$ cat src/rtl/mem_arbiter.sv
// CPU / debug-port arbiter in front of a single-port synchronous-read memory.
// Optional: define MEM_ARB_LOCK_EN for cpu_lock/dbg_lock ownership retention.
module mem_arbiter #(
  parameter int ADDR_WIDTH   = 8,
  parameter int DATA_WIDTH   = 8,
  parameter int STARVE_LIMIT = 4
) (
  input  logic                  clk,
  input  logic                  arst_n,
  input  logic                  cpu_req,
  input  logic                  cpu_we,
  input  logic [ADDR_WIDTH-1:0] cpu_addr,
  input  logic [DATA_WIDTH-1:0] cpu_wdata,
  output logic                  cpu_gnt,
  output logic                  cpu_rvalid,
  output logic [DATA_WIDTH-1:0] cpu_rdata,
  input  logic                  dbg_req,
  input  logic                  dbg_we,
  input  logic [ADDR_WIDTH-1:0] dbg_addr,
  input  logic [DATA_WIDTH-1:0] dbg_wdata,
  output logic                  dbg_gnt,
  output logic                  dbg_rvalid,
  output logic [DATA_WIDTH-1:0] dbg_rdata,
`ifdef MEM_ARB_LOCK_EN
  input  logic                  cpu_lock,
  input  logic                  dbg_lock,
`endif
  output logic [ADDR_WIDTH-1:0] mem_addr,
  output logic [DATA_WIDTH-1:0] mem_wdata,
  output logic                  mem_we,
  input  logic [DATA_WIDTH-1:0] mem_rdata
);

  typedef enum logic [1:0] {
    IDLE,
    ACCESS,
    RESP
  } state_t;

  localparam logic [7:0] LIMIT = 8'(STARVE_LIMIT);

  state_t                state;
  logic                  own_dbg;
  logic [7:0]            dbg_wait;
  logic [DATA_WIDTH-1:0] cpu_hold;
  logic [DATA_WIDTH-1:0] dbg_hold;
  logic                  starve;
  logic                  pick_dbg;
`ifdef MEM_ARB_LOCK_EN
  logic                  own_vld;
`endif

  assign starve = (dbg_wait == LIMIT);

  always_comb begin
    pick_dbg = dbg_req && (!cpu_req || starve);
`ifdef MEM_ARB_LOCK_EN
    if (own_vld && own_dbg && dbg_lock && dbg_req)
      pick_dbg = 1'b1;
    else if (own_vld && !own_dbg && cpu_lock && cpu_req)
      pick_dbg = 1'b0;
`endif
  end

  // Memory data arrives during RESP; pass it through, then hold it.
  assign cpu_rdata = cpu_rvalid ? mem_rdata : cpu_hold;
  assign dbg_rdata = dbg_rvalid ? mem_rdata : dbg_hold;

  always_ff @(posedge clk) begin
    if (!arst_n) begin
      state      <= IDLE;
      own_dbg    <= 1'b0;
      dbg_wait   <= '0;
      cpu_gnt    <= 1'b0;
      dbg_gnt    <= 1'b0;
      cpu_rvalid <= 1'b0;
      dbg_rvalid <= 1'b0;
      mem_we     <= 1'b0;
      mem_addr   <= '0;
      mem_wdata  <= '0;
      cpu_hold   <= '0;
      dbg_hold   <= '0;
`ifdef MEM_ARB_LOCK_EN
      own_vld    <= 1'b0;
`endif
    end else begin
      cpu_gnt    <= 1'b0;
      dbg_gnt    <= 1'b0;
      cpu_rvalid <= 1'b0;
      dbg_rvalid <= 1'b0;
      mem_we     <= 1'b0;

      if (!dbg_req || dbg_gnt)
        dbg_wait <= '0;
      else if (dbg_wait != LIMIT)
        dbg_wait <= dbg_wait + 8'd1;

      unique case (state)
        IDLE: begin
          if (cpu_req || dbg_req) begin
            own_dbg   <= pick_dbg;
            mem_addr  <= pick_dbg ? dbg_addr : cpu_addr;
            mem_wdata <= pick_dbg ? dbg_wdata : cpu_wdata;
            mem_we    <= pick_dbg ? dbg_we : cpu_we;
            cpu_gnt   <= !pick_dbg;
            dbg_gnt   <= pick_dbg;
            state     <= ACCESS;
`ifdef MEM_ARB_LOCK_EN
            own_vld   <= 1'b1;
`endif
          end
        end
        ACCESS: begin
          // mem_we is high in ACCESS exactly for writes
          if (mem_we) begin
            state <= IDLE;
          end else begin
            cpu_rvalid <= !own_dbg;
            dbg_rvalid <= own_dbg;
            state      <= RESP;
          end
        end
        RESP: begin
          if (own_dbg)
            dbg_hold <= mem_rdata;
          else
            cpu_hold <= mem_rdata;
          state <= IDLE;
        end
        default: state <= IDLE;
      endcase
    end
  end

endmodule

$ cat config.mk
export PLATFORM = sky130hd
export DESIGN_NAME = mem_arbiter
export DESIGN_NICKNAME = d
export VERILOG_FILES = /design/src/rtl/mem_arbiter.sv
export SDC_FILE = /design/constraint.sdc
export NUM_CORES = 1
export LEC_CHECK = 0
export CORE_MARGIN = 1
export CORE_UTILIZATION = 43
export DETAILED_ROUTE_END_ITERATION = 10
export GPL_TIMING_DRIVEN = 0
export PLACE_DENSITY = 0.79
export SLEW_MARGIN = 0
export SYNTH_ARGS = -nofsm -noshare
export SYNTH_HDL_FRONTEND = slang
export SYNTH_SLANG_ARGS = --single-unit
$ cat constraint.sdc
create_clock -name clk -period 2.2 [get_ports clk]
set_clock_uncertainty 0.1 [all_clocks]
set_input_delay 0.44 -clock clk [delete_from_list [all_inputs] [get_ports clk]]
set_output_delay 0.44 -clock clk [all_outputs]
set_load 0.05 [all_outputs]
==> results of run 1 <==
-- cell usage in the layout (no fill, tap or decap), types with 4 or more instances in the layout --
cell type        Yosys  final
a21oi_1             17     17
clkbuf_1            10      8
clkbuf_8             0      7
clkdlybuf4s15_2      0     16
clkdlybuf4s50_1      0     65
dfxtp_1             48     48
inv_1                4      4
mux2_2              16     16
mux2i_1             35     35
nor2_1              10     10
nor2b_1             18     18
o21ai_0             16     16
xor2_1               4      4
-- timing repair --
item	in CTS	in global routing
gates cloned	0	0
hold endpoints to repair	0	0
endpoints found under the setup margin	22	25
gates resized for setup	52	8
-- power by group through the flow --
stage                     clock (mW)  sequential, mW  combinational (mW)
after floorplan                    0            1.10               0.177
after global placement             0           0.964               0.524
after detailed placement           0           0.966               0.527
after CTS                      0.702           0.947               0.529
after global routing           0.732           0.954               0.566
final                          0.682           0.947               0.529
-- final cells by class --
cell class | count | area, um^2
fillers | 397 | 1546
multi-input cells | 141 | 1086
flip-flops and latches | 48 | 960.9
repair buffers | 81 | 830.8
clock buffers | 7 | 96.34
well taps | 67 | 83.83
plain buffers | 14 | 73.82
clock inverters | 1 | 30.03
inverters | 4 | 15.01
-- metrics by stage --
stage / cells / instance area (um^2) / util, %
global placement: 355 / 2998 / 63.47
floorplan: 207 / 2103 / -
global route: 363 / 3177 / 67.26
CTS: 363 / 3154 / 66.78
finish: 363 / 3177 / 67.26
detailed placement: 355 / 2998 / 63.47
-- logic make-up (layout without fill, tap and decap cells) --
| kind of cell | count (synthesis) | after routing | share of synthesized area, % |
|---|---|---|---|
| flops | 48 | 48 | 45.69 |
| compound gates | 34 | 34 | 8.150 |
| buf+inv | 18 | 107 | 3.390 |
| mux | 51 | 51 | 25.22 |
| xor+xnor | 7 | 7 | 2.915 |
| fa+ha+maj | 2 | 2 | 1.190 |
| simple gates | 47 | 47 | 13.44 |
-- layer usage --
metal,track usage (%),vias to the layer above,part of all wire [%],routed length [um]
met4,4.575,0,0.98,46
met5,0,-,0,0
met2,32.39,67,48,2233
met1,23.28,799,42,1945
met3,8.889,5,9.8,460
li1,-,893,-,-
-- worst min path at each step --
stage	from	to	slack, ns
after floorplan	own_dbg$_SDFFE_PN0P_	cpu_rvalid$_SDFF_PP0_	0.34
after global placement	mem_we$_SDFF_PN0_	state[1]$_SDFFE_PN0P_	0.34
after detailed placement	mem_we$_SDFF_PN0_	state[1]$_SDFFE_PN0P_	0.34
after CTS	mem_we$_SDFF_PN0_	state[1]$_SDFFE_PN0P_	0.35
after global routing	mem_we$_SDFF_PN0_	state[1]$_SDFFE_PN0P_	0.40
final	mem_we$_SDFF_PN0_	state[1]$_SDFFE_PN0P_	0.35
-- sequential cells by signal, summed over array words and instances, names as in the netlist --
name / cells
mem_wdata: 8
cpu_gnt: 1
dbg_hold: 8
mem_we: 1
dbg_gnt: 1
dbg_wait: 8
cpu_hold: 8
state: 2
own_dbg: 1
cpu_rvalid: 1
dbg_rvalid: 1
mem_addr: 8
==> impl_metrics.json, run 1 <==
{
  "root_buffer": "clkbuf_8",
  "first_pass_iters": 4,
  "synth_edf_count": 0,
  "finalWirelength_um": 4686,
  "critPathCapture": "dbg_rdata[0]",
  "grt_pass1_vias": 1694,
  "worst_pin_slew_ns": 0.6454,
  "cts_setup_buffers": 0,
  "synth_common_cells": "48 x dfxtp_1, 35 x mux2i_1, 18 x nor2b_1",
  "ys.flop_type": "dfxtp_1",
  "syn_inst": 207,
  "numCtsBuffers": 5,
  "yosysSeqAreaShare_pct": 45.69,
  "setup_viol": 0,
  "place.gp.congestion": 0.7556,
  "clockPowerShare_pct": 31.6,
  "synthMostInstantiatedCell": "dfxtp_1",
  "vias_per_cell": 4.860,
  "finalMaxSlewViolations": 0,
  "crit_path_start": "dbg_rvalid$_SDFF_PP0_",
  "min_path_type": "flop to flop",
  "critPathBufInv": 2,
  "synth_cell_types": 27,
  "clock.fmax_mhz": 466.5,
  "htree_levels": 2,
  "core_area_mm2": 0.004723,
  "grt_usage_pct": 19.55,
  "arrival_ns": 1.60,
  "die_x_um": 71.94,
  "antenna_found_initial": 0,
  "grt.overflow.total": 0,
  "worstPathCellList": "clkbuf_2 > mux2_2 > clkdlybuf4s15_2",
  "status": "finished, final reports clean",
  "setup_slack_ns": 0.05632,
  "cts.path.max_buffers": 2,
  "p_total_mw": 2.158,
  "min_period_ns": 2.144,
  "cellLeakagePower_nw": 1.248,
  "drtIter0Drc": 87,
  "p_int_mw": 1.543,
  "syn_area_mm2": 0.002103,
  "place_ws_ns": -0.3551,
  "cap_violations": 0,
  "reg2reg_from": "dbg_wait[0]$_SDFFE_PP0P_",
  "power.density_mw_per_mm2": 679.2,
  "p_switching_mw": 0.6141,
  "clk_pin_slew_ns": 0.08,
  "crit_path_end_kind": "output pin",
  "syn_nets": 255,
  "io_pins": 83,
  "reg2reg_slack_ns": 0.13,
  "r2r-end": "dbg_wait[1]$_SDFFE_PP0P_",
  "die_h_um": 71.94,
  "switching_share_pct": 28.46,
  "clk-insertion-delay-late_ns": 0.29,
  "setup_tns_ns": 0,
  "seqPwrFrac_pct": 43.9,
  "pwr-share-comb_pct": 24.5,
  "worstPathRequired_ns": 1.66,
  "path_max_fanout": 8,
  "max_stage_delay_ns": 0.37,
  "grt_start_max_net_pins": 15,
  "relSlewSlack_pct": 56.97,
  "syn_area_per_cell_um2": 10.16,
  "peakVddDrop_mv": 0.4809,
  "synthArstFlopShare_pct": 0,
  "netlist.area_leader.share_pct": 45.69,
  "hold_buffers": 0,
  "cpMaxStageDelayCell": "mux2_2",
  "cp-start-kind": "flop",
  "cts_tree": "built",
  "synth_area_leader_cell": "dfxtp_1",
  "cp_top_family": "buffers and inverters",
  "num_vias": 1764,
  "initial_core_util_pct": 44.53,
  "ff2ff_path_depth": 7,
  "finalHoldViolCount": 0,
  "io_buffers": 81,
  "cp.depth": 3,
  "post-route-period-util_pct": 97.44,
  "grt_pass1_wl_um": 7803,
  "ys_ff_latch": 48,
  "drive_above_1_share_pct": 16.55,
  "cts_num_sinks": 48,
  "yosysWarningCount": 0,
  "synth_area_leaders": "dfxtp_1 46%, mux2i_1 17%, mux2_2 8.6%",
  "antenna_left": 0,
  "remaining_drc_errors": 0,
  "dp_hpwl_um": 3421,
  "nNetsFinal": 343,
  "antenna_cells": 0,
  "hold_depth": 1,
  "area_growth_pct": 51.04,
  "hold-worst-slack_ns": 0.3526,
  "path_class": "flop to output pin",
  "dieArea_mm2": 0.005175,
  "avgRoutedWirePerCell_um": 12.91,
  "rows": 25
}
Note: power is estimated with default switching activity, not from simulation.
==> run 2: changes to the inputs <==
--- a/config.mk
+++ b/config.mk
@@ -5,8 +5,10 @@
 export SDC_FILE = /design/constraint.sdc
 export NUM_CORES = 1
 export LEC_CHECK = 0
+export CAP_MARGIN = 20
 export CORE_MARGIN = 1
 export CORE_UTILIZATION = 43
+export CTS_CLUSTER_DIAMETER = 200
 export DETAILED_ROUTE_END_ITERATION = 10
 export GPL_TIMING_DRIVEN = 0
 export PLACE_DENSITY = 0.79
==> results of run 2 <==
No change in the layout: final DEF, timing and power equal those of run 1.
